### src/rtl/apb_pkg.sv
// apb_pkg: shared APB bus types and arbiter FSM states
package apb_pkg;
    typedef logic [31:0] addr_t;
    typedef logic [31:0] data_t;
    typedef logic [3:0]  strb_t;
    typedef enum logic [1:0] {IDLE, SETUP, ACCESS} state_t;
endpackage

### src/rtl/apb_rr_arb2.sv
// apb_rr_arb2: two-way round-robin grant; last_i is the index granted last time
module apb_rr_arb2 (
    input  logic [1:0] req_i,
    input  logic       last_i,
    output logic [1:0] gnt_o
);
    // a lone requester always wins; on contention the port not granted last wins
    always_comb begin
        gnt_o[0] = req_i[0] & (~req_i[1] | last_i);
        gnt_o[1] = req_i[1] & (~req_i[0] | ~last_i);
    end
endmodule

### src/rtl/apb_arb.sv
// apb_arb: two-requester round-robin APB master, one transfer in flight; APB_ARB_TIMEOUT_EN adds a PREADY timeout abort
module apb_arb
    import apb_pkg::*;
#(
    parameter int TIMEOUT_CYC = 16
) (
    input  logic           PCLK,
    input  logic           PRESETn,
    input  logic [1:0]     req_valid,
    output logic [1:0]     req_ready,
    input  addr_t [1:0]    req_addr,
    input  logic  [1:0]    req_write,
    input  data_t [1:0]    req_wdata,
    input  strb_t [1:0]    req_strb,
    output logic [1:0]     rsp_valid,
    output data_t          rsp_rdata,
    output logic           rsp_err,
    output logic           PSEL,
    output logic           PENABLE,
    output logic           PWRITE,
    output addr_t          PADDR,
    output data_t          PWDATA,
    output strb_t          PSTRB,
    input  logic           PREADY,
    input  logic           PSLVERR,
    input  data_t          PRDATA
);
    if (TIMEOUT_CYC < 1) begin : g_bad_cfg
        $error("TIMEOUT_CYC must be at least 1");
    end

    state_t     state_q, state_d;
    logic       last_q, gsel_q;
    logic [1:0] gnt;
    logic       accept, sel, fin, abort;

    apb_rr_arb2 u_rr (
        .req_i  (req_valid),
        .last_i (last_q),
        .gnt_o  (gnt)
    );

`ifdef APB_ARB_TIMEOUT_EN
    localparam int CW = $clog2(TIMEOUT_CYC + 1);
    logic [CW-1:0] cnt_q;
    assign abort = (state_q == ACCESS) && !PREADY && (cnt_q == CW'(TIMEOUT_CYC));
    // wait counter: zeroed during SETUP so it starts at 0 on entering ACCESS
    always_ff @(posedge PCLK or negedge PRESETn) begin
        if (!PRESETn) cnt_q <= '0;
        else if (state_q == SETUP) cnt_q <= '0;
        else if (state_q == ACCESS && !PREADY) cnt_q <= cnt_q + 1'b1;
    end
`else
    assign abort = 1'b0;
`endif

    // grant is only offered while idle; a transfer ends on PREADY or on timeout
    always_comb begin
        req_ready = (state_q == IDLE) ? gnt : 2'b00;
        accept    = |req_ready;
        sel       = req_ready[1];
        fin       = (state_q == ACCESS) && (PREADY || abort);
    end

    // next-state: IDLE -> SETUP on accept, SETUP -> ACCESS, ACCESS -> IDLE on finish
    always_comb begin
        state_d = state_q;
        case (state_q)
            IDLE:    state_d = accept ? SETUP : IDLE;
            SETUP:   state_d = ACCESS;
            ACCESS:  state_d = fin ? IDLE : ACCESS;
            default: state_d = IDLE;
        endcase
    end

    // state register
    always_ff @(posedge PCLK or negedge PRESETn) begin
        if (!PRESETn) state_q <= IDLE;
        else state_q <= state_d;
    end

    // APB outputs load on accept and hold through ACCESS; responses register on finish
    always_ff @(posedge PCLK or negedge PRESETn) begin
        if (!PRESETn) begin
            last_q    <= 1'b1;
            gsel_q    <= 1'b0;
            PSEL      <= 1'b0;
            PENABLE   <= 1'b0;
            PWRITE    <= 1'b0;
            PADDR     <= '0;
            PWDATA    <= '0;
            PSTRB     <= '0;
            rsp_valid <= '0;
            rsp_rdata <= '0;
            rsp_err   <= 1'b0;
        end else begin
            PSEL      <= state_d != IDLE;
            PENABLE   <= state_d == ACCESS;
            rsp_valid <= '0;
            if (accept) begin
                last_q <= sel;
                gsel_q <= sel;
                PWRITE <= req_write[sel];
                PADDR  <= req_addr[sel];
                PWDATA <= req_write[sel] ? req_wdata[sel] : '0;
                PSTRB  <= req_write[sel] ? req_strb[sel] : '0;
            end
            if (fin) begin
                rsp_valid[gsel_q] <= 1'b1;
                rsp_rdata         <= (PREADY && !PWRITE) ? PRDATA : '0;
                rsp_err           <= PREADY ? PSLVERR : 1'b1;
            end
        end
    end
endmodule

### config.mk
export PLATFORM = sky130hd
export DESIGN_NAME = apb_arb
export DESIGN_NICKNAME = d
export VERILOG_FILES = /design/src/rtl/apb_pkg.sv /design/src/rtl/apb_rr_arb2.sv /design/src/rtl/apb_arb.sv
export SDC_FILE = /design/constraint.sdc
export NUM_CORES = 1
export LEC_CHECK = 0
export CAP_MARGIN = 20
export CORE_MARGIN = 3
export CORE_UTILIZATION = 44
export DETAILED_ROUTE_END_ITERATION = 8
export PLACE_DENSITY = 0.87
export SLEW_MARGIN = 20
export SYNTH_ARGS = -nofsm -noshare
export SYNTH_HDL_FRONTEND = slang
export SYNTH_SLANG_ARGS = --single-unit
### constraint.sdc
create_clock -name PCLK -period 4.9 [get_ports PCLK]
set_clock_uncertainty 0.15 [all_clocks]
set_input_delay 0.735 -clock PCLK [delete_from_list [all_inputs] [get_ports PCLK]]
set_output_delay 0.735 -clock PCLK [all_outputs]
set_load 0.05 [all_outputs]
# Word-level counts from Yosys, hierarchy flattened
# Cells that the tools add are included.
# Widths: inputs -> output; s select.
op_classes:
  addsub: 0
  n_mul: 0
  div: 0
  magnitude_cmp: 3
  eq_ne: 3
  shifts: 0
  muxes: 19
  bitwise_logic: 7
  reduce_logical: 7
op_table:
  columns: ["op", "count"]
  rows:
  - ["$mux 32", 6]
  - ["$mux 4", 3]
  - ["$mux 2", 3]
  - ["$pmux 2 s3", 1]
  - ["$mux 1", 5]
  - ["$eq 2x2->1 const B", 2]
  - ["$lt 1x2->1 const B", 2]
  - ["$logic_and 1x1->1", 3]
  - ["$not 1->1", 3]
  - ["$and 1x1->1", 2]
  - ["$eq 2x1->1 const B", 1]
  - ["$logic_not 2->1", 1]
  - ["$or 1x1->1", 2]
  - ["$reduce_bool 2->1", 1]
  - ["$reduce_or 2->1", 1]
  - ["$demux 1 s1", 1]
  - ["$ge 1x1->1 const B", 1]
  - ["$logic_not 1->1", 1]
totals:
  register_bits: 110
  latch_bits: 0
  ramBits: 0
  rom_bits: 0
  out_inout_bits: 108
  word_cells: 51
  n_memories: 0

# Depth between registers and ports, before layout
# Gate-level depths: netlist of run 1.
depth:
  ltp_word: 8
  ltp_mapped: 7

# Modules after synthesis
# A second synthesis of run 1 with hierarchy kept.
unflattened:
  cells_unflattened: 445
  hier_area_um2: 4849.7
modules_own_cells:
  columns: ["mod", "instances", "cells_per_inst", "area_each_um2"]
  rows:
  - ["apb_arb", 1, 442, 4830.9]
  - ["apb_rr_arb2", 1, 3, 18.8]

# Worst setup path before layout of run 1
# Ideal clock, no wire load.
synth_path:
  path_type: "input-to-output"
  from: "input req_valid[0]"
  to: "output req_ready[1]"
  arrival_ps: 1544
  required_time_ps: 4015
  slack_ps: 2471
  stages: 6
  path_cell_list: "buf_4 > nand2_2 > nand3_4 > inv_2 > buf_6 > buf_6"
synth_between:
  elab_chain_cells: 4
synth_lines:
  columns: ["item", "line_no", "rtl"]
  rows:
  - ["start, declared", "apb_arb.sv:9", "input logic [1:0] req_valid,"]
  - ["$not 1->1", "apb_rr_arb2.sv:10", "gnt_o[1] = req_i[1] & (~req_i[0] | ~last_i);"]
  - ["$or 1x1->1", "apb_rr_arb2.sv:10", null]
  - ["$and 1x1->1", "apb_rr_arb2.sv:10", null]
  - ["$mux 2", "apb_arb.sv:59", "req_ready = (state_q == IDLE) ? gnt : 2'b00;"]
  - ["end, declared", "apb_arb.sv:10", "output logic [1:0] req_ready,"]
# No other way between the ends.

# Final worst setup path of run 1
# Ends and elaborated chain as after synthesis.

==> impl_summary.txt, run 1 <==
----------------------------------------------------
[Outcome]
  Result of the run ... completed

[Global routing]
  Number of global-route vias before repair ... 5914
  Number of antenna violations at the first check in global routing ... 1
  Met1 demand-to-capacity share in global routing ... 0.359
  Largest net degree at the start of global routing ... 70
  Global-route wire length before repair ... 31300 microns
  Global router's overall resource usage ... 0.271
  Met2 GRT Util ... 0.435
  Met3 demand-to-capacity share in global routing ... 0.0735
  Overall overflow remaining after global route ... 0
  Top Usage Layer GRT ... met2

[Die]
  Initial cell density of the core ... 0.461
  Die Span X ... 120 microns
  Number of core rows ... 40
  Floorplan die area ... 0.0143 sq mm
  Floorplan Core Area ... 0.0123 sq mm
  I/O pin total ... 284
  DIE HEIGHT ... 120 microns

[Synth]
  Synthesized net count ... 784
  Cell Area, Synth ... 0.00567 sq mm
  Fraction of the yosys area taken by sequential cells ... 0.486
  Average size of a mapped cell ... 9.33 sq um
  Total number of yosys warnings ... 0
  Instance count of the mapped netlist ... 608
  Register bit count reported by yosys ... 110
  Top area cells in the synthesized netlist ... dfrtp_1 48%, o21ai_1 6.3%, o2111ai_1 5.1%
  Fraction of post-synthesis cell area in the top cell type by area ... 0.481
  Cell taking the most area after synthesis ... dfrtp_1
  Synth unique cells ... 30

[Worst setup path]
  Arrival time worst endpoint ... 2750 ps
  Crit-path leading delay family ... buffers and inverters
  Slowest stage cell, crit path ... inv_2
  Peak fanout along the critical path ... 39
  CP cell instances ... clkdlybuf4s50_1 -> nand2_2 -> nand3_4 -> inv_2 -> buf_12
  Critical path buffers and inverters ... 3
  Critical Setup Path Class ... input pin to primary output
  Delay of the slowest cell on the worst path ... 790 ps
  Data required time of the worst path ... 4010 ps
  Crit path launch type ... input pin
  Kind of end point of the critical path ... primary output
  Worst R2R Setup Slack ... 2210 ps

[Layout]
  Number of diodes ... 0
  Total non-filler cell area in the finished layout ... 0.00882 sq mm
  Commonest cells after routing, fill and taps aside ... 280 x clkdlybuf4s50_1, 109 x dfrtp_1, 71 x o21ai_1, 68 x nand2_1
  Most common cell after layout, fill and taps aside ... clkdlybuf4s50_1
  Layout overhead on the synthesized area ... 55.5%
  Layout net count ... 1020
  Proportion of layout cells with a drive suffix above 1 ... 0.0542

[Clocking]
  CTS clock-pin slew for the worst setup and hold paths ... 70 ps
  Max H-tree Level ... 3
  Clock Tree Root ... clkbuf_16
  Clk sink count ... 110
  Clock tree from TritonCTS ... built
  Number of gates resized after cts ... 0
  Number of hold buffers added after CTS ... 0
  Clock latency on the worst-skew pair ... 340 ps
  Number of buffers inserted during clock tree synthesis ... 9
  Post-CTS setup buffers ... 0
  Maximum count of clock buffers along a single path ... 2

[Timing]
  Setup violation total in the final timing report ... 0
  Timing-limited maximum frequency ... 275 MHz
  Final count of pins violating max slew ... 0
  Total negative slack ... 0 ps
  Transition time at the pin with the least slew margin ... 1050 ps
  Final Hold Vio Count ... 0
  Minimum clock period ... 3630 ps
  Share of the cycle needed by the critical path after routing ... 0.741
  RSZ-0062 raised after global routing ... no
  Worst slew margin ... 0.296

[Placed design]
  Buffers added on ports ... 283
  Routability cong. ... 0.862
  Post-place instance area ... 0.00847 sq mm
  Post-detailed-placement half-perimeter wirelength ... 13800 microns

[Power]
  Maximum resistive drop on vdd ... 403 uV
  Leakage power ... 3.54 nW
  Power Internal ... 2.90 mW
  Part of the power in the clock network ... 0.129
  PD cells ... 664 mW/mm^2
  Part of the total power dissipated in sequential elements ... 0.274
  Switching Power ... 2.95 mW
  Combinational power share ... 0.598
  Switching power as a share of total power ... 0.504

[Detailed routing]
  Drt via density ... 5.84
  Remaining DRCs ... 0
  Number of nets still failing antenna checks after routing ... 0
  Routed wire per std cell ... 19.6 microns
  Initial DRC count ... 618
  Vias ... 5940
  Detailed-routing iteration count for the pre-antenna-repair pass ... 5
  Detailed Route WL ... 19900 microns

[Hold path]
  Worst min-delay path category ... input pin to asynchronous set/reset pin

[Flow run]
  Max-cap check violation count ... 0

----------------------------------------------------
==> metal layers <==
metal / routed length [microns] / part of all wire / vias up
met5: 17 / 0.00085 / -
met4: 439 / 0.022 / 2
met3: 2010 / 0.10 / 42
met2: 9550 / 0.48 / 367
met1: 7890 / 0.40 / 2853
li1: - / - / 2676
==> worst reg2reg max path, delay by kind of cell, from the launching register on <==
family                 cells  cell delay [ps]
buffers and inverters      1              460
flip-flops                 1              980
AO/OA/AOI/OAI              1              460
AND/OR/NAND/NOR            2              530
==> state kept, by name, summed over array words and instances (netlist names) <==
name / count
PADDR: 32
PWDATA: 32
rsp_rdata: 32
PSTRB: 4
rsp_valid: 2
state_q: 2
PENABLE: 1
PSEL: 1
PWRITE: 1
gsel_q: 1
last_q: 1
rsp_err: 1
==> cell families (layout without fill, tap and decap cells) <==
group,after synthesis,count (layout),share of synthesized area
AOI/OAI and AO/OA,207,207,0.254
muxes,3,3,0.00552
and+or+nand+nor,182,182,0.173
buffers and inverters,106,347,0.0818
DFF,110,110,0.486
==> area by class of cell <==
class	instances	area, sq um
fill	911	3490
tap	168	210
clock buffer	11	253
clock inverter	5	57.6
timing repair buffer	293	2930
sequential	110	2750
inverter	38	143
multi-input combinational	392	2470
==> metrics by stage <==
step	utilization	hold WS (ps)	worst slack [ps]	std cells	power, mW
final	0.716	305	1270	1017	5.86
after global placement	0.688	296	1330	999	4.97
after detailed placement	0.688	305	1270	999	5.07
after global routing	0.716	353	1170	1017	6.12
after CTS	0.713	337	1280	1015	5.83
after floorplan	-	276	2470	608	3.87
==> power by group through the flow <==
stage	clock, mW	combinational (mW)	sequential, mW
floorplan	0	1.07	2.80
detailed placement	0	3.46	1.61
global route	0.797	3.67	1.65
finish	0.753	3.50	1.60
CTS	0.760	3.47	1.60
global placement	0	3.39	1.58
==> synthesized netlist by cell type <==
library cell / n
or2_1: 1
o21ai_1: 71
nand2_1: 68
nor2_4: 1
and2_1: 36
mux2i_1: 2
nor2_2: 1
inv_2: 3
clkbuf_1: 45
buf_2: 11
nand2b_1: 34
nand2_2: 1
nor2_1: 2
dfrtp_1: 109
buf_4: 4
o311ai_1: 29
nand3_4: 1
o311ai_2: 7
o21ai_2: 1
inv_1: 35
o21ai_0: 30
a21o_1: 2
buf_6: 5
o2111ai_1: 33
dfstp_2: 1
buf_1: 3
nand3b_1: 1
nand4_1: 36
mux2_1: 1
o211ai_1: 34
==> worst paths after layout <==
| path | depth (start not counted) | from | endpoint |
|---|---|---|---|
| setup / recovery | 5 | req_valid[0] | req_ready[1] |
| hold / removal | 1 | PRESETn | rsp_rdata[29]$_DFFE_PN0P_ |
| setup reg to reg | 4 | last_q$_DFFE_PN1P_ | PWDATA[17]$_DFFE_PN0P_ |
| hold reg to reg | 1 | gsel_q$_DFFE_PN0P_ | rsp_valid[0]$_DFF_PN0_ |
| max in group asynchronous | 2 | PRESETn | PADDR[19]$_DFFE_PN0P_ |
| min in group PCLK | 1 | gsel_q$_DFFE_PN0P_ | rsp_valid[0]$_DFF_PN0_ |
Note: power is estimated with default switching activity, not from simulation.
==> run 2, diff against run 1 <==
--- a/config.mk
+++ b/config.mk
@@ -7,9 +7,9 @@
 export LEC_CHECK = 0
 export CAP_MARGIN = 20
 export CORE_MARGIN = 3
-export CORE_UTILIZATION = 44
+export CORE_UTILIZATION = 37
 export DETAILED_ROUTE_END_ITERATION = 8
-export PLACE_DENSITY = 0.87
+export PLACE_DENSITY = 0.78
 export SLEW_MARGIN = 20
 export SYNTH_ARGS = -nofsm -noshare
 export SYNTH_HDL_FRONTEND = slang
==> constraint.sdc (replaced) <==
create_clock -name PCLK -period 3 [get_ports PCLK]
set_clock_uncertainty 0.15 [all_clocks]
set_input_delay 0.45 -clock PCLK [delete_from_list [all_inputs] [get_ports PCLK]]
set_output_delay 0.45 -clock PCLK [all_outputs]
set_load 0.05 [all_outputs]
==> run 2 against run 1 <==
  * Utilization decreased by 11 points
  * Non-clock buffer count is 10 higher
  * Combinational power increased by 68%
  * Clock-buffer cell count shrank 1
  * Setup slack got worse by 790 ps
  * Sequential share of layout area shrank 0.38 points
  * Worst hold slack better by 26 ps
  * Cell area is 1.2% higher
  * Critical path depth grew 1
  * Flip-flop and latch count is the same
  * Register-to-register slack worse by 1300 ps
  * Critical path type unchanged
  * Critical endpoint unchanged
==> impl_summary.txt, run 2 (synthesis results as in run 1) <==
----------------------------------------------------
[Layout]
  Number of diodes ... 0 (unchanged)
  Commonest cells after routing, fill and taps aside ... 279 x clkdlybuf4s50_1, 109 x dfrtp_1, 71 x o21ai_1, 68 x nand2_1
  Layout overhead on the synthesized area ... 57.4%
  Seq. cell area ... 0.00275 sq mm (unchanged)
  Proportion of layout cells with a drive suffix above 1 ... 0.0640 (+0.00985)
  Util after Layout ... 0.605 (-0.111)
  Layout net count ... 1030 (+0.98%)
  Finished Layout Cells ... 1043 (+2.6%)
  Count of fill cells added during filler insertion ... 1271 (+40%)
  Total area of multi-input combinational cells ... 0.00247 sq mm (-0.10%)
  Most common cell after layout, fill and taps aside ... clkdlybuf4s50_1
  Largest registers ... PADDR (32), PWDATA (32), rsp_rdata (32)

[Power]
  Overall power ... 9.59 mW (+64%)
  PD cells ... 1070 mW/mm^2 (+62%)
  Leakage power ... 3.59 nW (+1.5%)
  Maximum resistive drop on vdd ... 485 uV (+20%)

[Global routing]
  Largest net degree at the start of global routing ... 56 (-20%)
  Overall overflow remaining after global route ... 0 (unchanged)
  Number of antenna violations at the first check in global routing ... 0 (-1)
  Global-route wire length before repair ... 30400 microns (-2.9%)
  Global router's overall resource usage ... 0.229 (-0.0420)
  Number of global-route vias before repair ... 5588 (-5.5%)

[Clocking]
  Post-CTS setup buffers ... 0 (unchanged)
  Clock latency on the worst-skew pair ... 350 ps (about the same)
  CTS clock-pin slew for the worst setup and hold paths ... 70 ps (about the same)
  Clock Tree Root ... clkbuf_16
  Max H-tree Level ... 3 (unchanged)
  Clock tree from TritonCTS ... built
  Number of buffers inserted during clock tree synthesis ... 9 (unchanged)
  Clk sink count ... 110 (unchanged)
  Maximum count of clock buffers along a single path ... 2 (unchanged)

[Worst setup path]
  Kind of end point of the critical path ... primary output
  Data required time of the worst path ... 2400 ps (-1610 ps)
  Reg-to-Reg End ... PWDATA[31]$_DFFE_PN0P_
  Arrival time worst endpoint ... 1930 ps (-820 ps)
  Peak fanout along the critical path ... 36 (-7.7%)
  Critical Setup Path Class ... input pin to primary output
  Worst R2R Setup Slack ... 950 ps (-1260 ps)
  Crit Reg-Reg Startpoint ... state_q[0]$_DFF_PN0_
  R2R depth ... 5 (+1)
  Crit path launch type ... input pin

[Timing]
  Timing-limited maximum frequency ... 396 MHz
  Setup violation total in the final timing report ... 0 (unchanged)
  Minimum clock period ... 2530 ps
  Final Hold Vio Count ... 0 (unchanged)
  Worst path setup slack after routing ... 473 ps (-795 ps)
  Transition time at the pin with the least slew margin ... 929 ps (-124 ps)
  Final count of pins violating max slew ... 0 (unchanged)
  Share of the cycle needed by the critical path after routing ... 0.842
  Worst slew margin ... 0.379 (+0.0834)
  RSZ-0062 raised after global routing ... no
  Total negative slack ... 0 ps (unchanged)

[Detailed routing]
  Number of nets still failing antenna checks after routing ... 0 (unchanged)
  Vias ... 5671 (-4.5%)
  Detailed-routing iteration count for the pre-antenna-repair pass ... 5 (unchanged)
  Routed wire per std cell ... 18.9 microns (-3.4%)
  Initial DRC count ... 324 (-48%)
  Remaining DRCs ... 0 (unchanged)
  Drt via density ... 5.44 (-6.9%)
  Detailed Route WL ... 19700 microns (-0.92%)

[Hold path]
  Terminating pin of the worst hold path ... rsp_valid[0]$_DFF_PN0_
  Hold path cells ... 1
  Worst min-delay path category ... register to register
  Startpoint of the worst hold path ... gsel_q$_DFFE_PN0P_

[Outcome]
  Result of the run ... completed

[Flow run]
  Max-cap check violation count ... 0 (unchanged)

[Placed design]
  Total instance count after detailed placement ... 1026 (+2.7%)
  Routability cong. ... 0.799 (-7.3%)
  Worst slack after detailed placement ... 294 ps (-979 ps)
  Buffers added on ports ... 283 (unchanged)
  Post-detailed-placement half-perimeter wirelength ... 13500 microns (-2.2%)

[Die]
  Floorplan Core Area ... 0.0148 sq mm (+20%)
  Floorplan die area ... 0.0169 sq mm (+18%)
  Die Span X ... 130 microns (+8.6%)
  DIE HEIGHT ... 130 microns (+8.6%)
  Number of core rows ... 44 (+10%)
  I/O pin total ... 284 (unchanged)
  Initial cell density of the core ... 0.384 (-0.0763)

----------------------------------------------------
==> run 2: worst max path at each step <==
stage,from,endpoint
global route,req_valid[0],req_ready[0]
finish,req_valid[0],req_ready[1]
floorplan,state_q[0]$_DFF_PN0_,req_ready[0]
global placement,req_valid[0],PADDR[7]$_DFFE_PN0P_
CTS,req_valid[0],req_ready[1]
detailed placement,req_valid[0],PADDR[7]$_DFFE_PN0P_
==> run 2: report_power, final <==
group | leakage [nW] | total [mW] | switching [mW] | internal (mW)
combinational | 2.06 | 5.89 | 3.90 | 1.99
sequential | 1.39 | 2.49 | 0.358 | 2.13
clock | 0.139 | 1.22 | 0.567 | 0.655
==> run 2: area by class of cell <==
cell class | count | share of cell area
well taps | 184 | 0.0258
clock buffers | 10 | 0.0256
multi-input cells | 392 | 0.276
repair buffers | 303 | 0.340
flip-flops and latches | 110 | 0.308
inverters | 38 | 0.0160
clock inverters | 6 | 0.00799
==> run 2: metrics by stage <==
step           instance area, sq um  hold slack, ps
2_1_floorplan                  5670            4.41
3_3_place_gp                   8620             157
3_5_place_dp                   8620             159
4_1_cts                        8930             322
5_1_grt                        8930             331
6_report                       8930             331
==> run 2: repair_timing <==
item / 4_1_cts / 5_1_grt
hold endpoints to repair: 11 / 0
resized for setup: 0 / 0
hold buffers: 1 / 0
==> run 2: critical path: stages <==
cell             delay (ps)
clkdlybuf4s50_1         530
buf_4                   400
nand2_2                 130
nand3_4                 110
inv_2                   110
buf_12                  170
==> run 2: layer usage <==
| metal | vias up | wire length [microns] | global-route usage |
|---|---|---|---|
| met5 | - | 0 | 0 |
| met2 | 276 | 9140 | 0.369 |
| li1 | 2691 | - | - |
| met1 | 2684 | 8410 | 0.303 |
| met4 | 0 | 317 | 0.0636 |
| met3 | 20 | 1850 | 0.0643 |
==> run 3, diff against run 2 <==
--- a/config.mk
+++ b/config.mk
@@ -7,9 +7,9 @@
 export LEC_CHECK = 0
 export CAP_MARGIN = 20
 export CORE_MARGIN = 3
-export CORE_UTILIZATION = 37
+export CORE_UTILIZATION = 41
 export DETAILED_ROUTE_END_ITERATION = 8
-export PLACE_DENSITY = 0.78
+export PLACE_DENSITY = 0.82
 export SLEW_MARGIN = 20
 export SYNTH_ARGS = -nofsm -noshare
 export SYNTH_HDL_FRONTEND = slang
==> constraint.sdc (replaced) <==
create_clock -name PCLK -period 2.5 [get_ports PCLK]
set_clock_uncertainty 0.15 [all_clocks]
set_input_delay 0.375 -clock PCLK [delete_from_list [all_inputs] [get_ports PCLK]]
set_output_delay 0.375 -clock PCLK [all_outputs]
set_load 0.05 [all_outputs]
==> run 3 against run 2 <==
  * Global-route usage is 2.9 points higher
  * Register-to-register slack worse by 500 ps
  * Non-clock buffer count grew 5
  * Cell area is 0.53% higher
  * Flip-flop and latch count unchanged
  * Critical endpoint unchanged
  * Utilization grew 6.5 points
  * Clock power grew 20%
  * Routed wire length increased by 1.3%
  * Die area decreased by 9.3%
  * Setup slack worse by 120 ps
  * Combinational power rose by 20%
  * Critical path depth is the same
==> impl_summary.txt, run 3 (synthesis results as in run 1) <==
----------------------------------------------------
[Power]
  Leakage power ... 3.64 nW (+1.2%)
  PD cells ... 1290 mW/mm^2 (+20%)
  Maximum resistive drop on vdd ... 686 uV (+42%)

[Detailed routing]
  Vias ... 5938 (+4.7%)
  Number of nets still failing antenna checks after routing ... 0 (unchanged)
  Drt via density ... 5.71 (+5.0%)
  Routed length on met3 ... 1880 microns (+1.2%)
  Initial DRC count ... 439 (+35%)
  Uppermost routed layer ... met4
  Met2 routed WL ... 9540 microns (+4.3%)
  Detailed-routing iteration count for the pre-antenna-repair pass ... 7 (+2)
  Met1 wire length ... 8010 microns (-4.7%)
  Detailed Route WL ... 20000 microns (+1.3%)
  Routed wire per std cell ... 19.2 microns (+1.6%)
  Remaining DRCs ... 0 (unchanged)

[Layout]
  Layout overhead on the synthesized area ... 58.3%
  Commonest cells after routing, fill and taps aside ... 278 x clkdlybuf4s50_1, 109 x dfrtp_1, 71 x o21ai_1, 68 x nand2_1
  Largest registers ... PADDR (32), PWDATA (32), rsp_rdata (32)
  Util after Layout ... 0.670 (+0.0647)
  Proportion of layout cells with a drive suffix above 1 ... 0.0718 (+0.00773)
  Layout net count ... 1035 (+0.49%)
  Count of fill cells added during filler insertion ... 1023 (-20%)
  Most common cell after layout, fill and taps aside ... clkdlybuf4s50_1
  Number of diodes ... 0 (unchanged)

[Die]
  Floorplan Core Area ... 0.0134 sq mm (-9.2%)
  Floorplan die area ... 0.0153 sq mm (-9.3%)
  Initial cell density of the core ... 0.423 (+0.0388)
  Number of core rows ... 42 (-4.5%)
  DIE HEIGHT ... 124 microns (-4.8%)
  Die Span X ... 124 microns (-4.8%)
  I/O pin total ... 284 (unchanged)

[Global routing]
  Number of antenna violations at the first check in global routing ... 0 (unchanged)
  Global-route wire length before repair ... 31000 microns (+1.9%)
  Overall overflow remaining after global route ... 0 (unchanged)
  Global router's overall resource usage ... 0.257 (+0.0286)
  Largest net degree at the start of global routing ... 56 (unchanged)
  Number of global-route vias before repair ... 5971 (+6.9%)

[Placed design]
  Buffers added on ports ... 283 (unchanged)
  Routability cong. ... 0.909 (+14%)
  Post-detailed-placement half-perimeter wirelength ... 14600 microns (+7.9%)

[Worst setup path]
  Kind of end point of the critical path ... primary output
  Crit path launch type ... input pin
  CP cell instances ... clkdlybuf4s50_1 -> buf_4 -> nand2_2 -> nand3_4 -> inv_2 -> buf_12
  R2R depth ... 4 (-1)
  Data required time of the worst path ... 1980 ps (-420 ps)
  Number of gates on the worst path with buffers counted ... 6 (unchanged)
  Critical path buffers and inverters ... 4 (unchanged)
  Endpoint of the most critical setup path ... req_ready[1]
  Worst R2R Setup Slack ... 450 ps (-500 ps)
  Crit Reg-Reg Startpoint ... state_q[0]$_DFF_PN0_
  Slowest stage cell, crit path ... clkdlybuf4s50_1
  Peak fanout along the critical path ... 9 (-75%)
  Worst Setup SP ... req_valid[0]
  Critical Setup Path Class ... input pin to primary output
  Reg-to-Reg End ... PWDATA[26]$_DFFE_PN0P_
  Arrival time worst endpoint ... 1620 ps (-310 ps)
  Delay of the slowest cell on the worst path ... 480 ps (-50 ps)
  Crit-path leading delay family ... buffers and inverters

[Timing]
  Worst slew margin ... 0.394 (+0.0150)
  Share of the cycle needed by the critical path after routing ... 0.860
  Transition time at the pin with the least slew margin ... 907 ps (-22.5 ps)
  Total negative slack ... 0 ps (unchanged)
  Setup violation total in the final timing report ... 0 (unchanged)
  Minimum clock period ... 2150 ps
  RSZ-0062 raised after global routing ... no
  Final count of pins violating max slew ... 0 (unchanged)
  Timing-limited maximum frequency ... 465 MHz
  Final Hold Vio Count ... 0 (unchanged)

[Clocking]
  Clk sink count ... 110 (unchanged)
  Clock latency on the worst-skew pair ... 340 ps (about the same)
  Clock tree from TritonCTS ... built
  Maximum count of clock buffers along a single path ... 2 (unchanged)
  Clock Tree Root ... clkbuf_16
  CTS clock-pin slew for the worst setup and hold paths ... 70 ps (about the same)
  Number of gates resized after cts ... 0 (unchanged)
  Max H-tree Level ... 3 (unchanged)
  Number of buffers inserted during clock tree synthesis ... 9 (unchanged)

[Hold path]
  Worst min-delay path category ... register to register

[Outcome]
  Result of the run ... completed

[Flow run]
  Max-cap check violation count ... 0 (unchanged)

----------------------------------------------------
-- run 3: cell types whose count changed in the layout (fill, tap and decap cells not counted), sizes merged --
| cell | previous run | this run |
|---|---|---|
| buf | 23 | 29 |
| clkinv | 2 | 4 |
| clkbuf | 10 | 11 |
| clkdlybuf4s50 | 279 | 278 |
| clkinvlp | 2 | 0 |
| inv | 39 | 38 |
-- run 3: stage by stage --
step                instances  hold slack (ps)  power, mW  instance area, sq um  setup slack (ps)
floorplan                 608            -70.6       7.58                  5670               645
detailed placement       1023              166       10.1                  8660              77.8
global route             1040              358       12.1                  8980               267
finish                   1040              333       11.6                  8980               351
CTS                      1040              328       11.6                  8980               346
global placement         1023              149       9.93                  8660               148
-- run 3: worst min-delay path by stage --
stage                             from                   endpoint  slack [ps]  cells past startpoint
detailed placement             PRESETn  rsp_rdata[26]$_DFFE_PN0P_         170                      1
floorplan                      PRESETn       PADDR[0]$_DFFE_PN0P_         -70                      0
CTS                 gsel_q$_DFFE_PN0P_     rsp_valid[0]$_DFF_PN0_         330                      1
global placement               PRESETn  rsp_rdata[26]$_DFFE_PN0P_         150                      1
finish              gsel_q$_DFFE_PN0P_     rsp_valid[0]$_DFF_PN0_         330                      1
global route        gsel_q$_DFFE_PN0P_     rsp_valid[0]$_DFF_PN0_         360                      1
-- run 3: per-layer routing --
metal / GRT usage / up-vias
li1: - / 2703
met1: 0.335 / 2844
met2: 0.423 / 343
met3: 0.0536 / 48
met4: 0.0983 / 0
met5: 0 / -
-- run 3: cell type report --
class | instances | area [sq um] | area share
Clock buffer | 11 | 253 | 0.0282
Clock inverter | 5 | 57.6 | 0.00641
Inverter | 38 | 143 | 0.0159
Multi-Input combinational cell | 392 | 2470 | 0.275
Sequential cell | 110 | 2750 | 0.307
Tap cell | 176 | 220 | 0.0245
Timing Repair Buffer | 308 | 3080 | 0.343
-- run 3: report_power, final --
part	total, mW	leakage (nW)	switching, mW	internal [mW]
logic	7.04	2.09	4.64	2.40
clock network	1.47	0.155	0.641	0.832
registers	3.05	1.39	0.496	2.56
-- run 3: what timing repair did --
action,CTS,global route
setup buffers,0,0
endpoints found under the hold margin,24,0
endpoints found under the setup margin,0,0
hold buffers,1,0
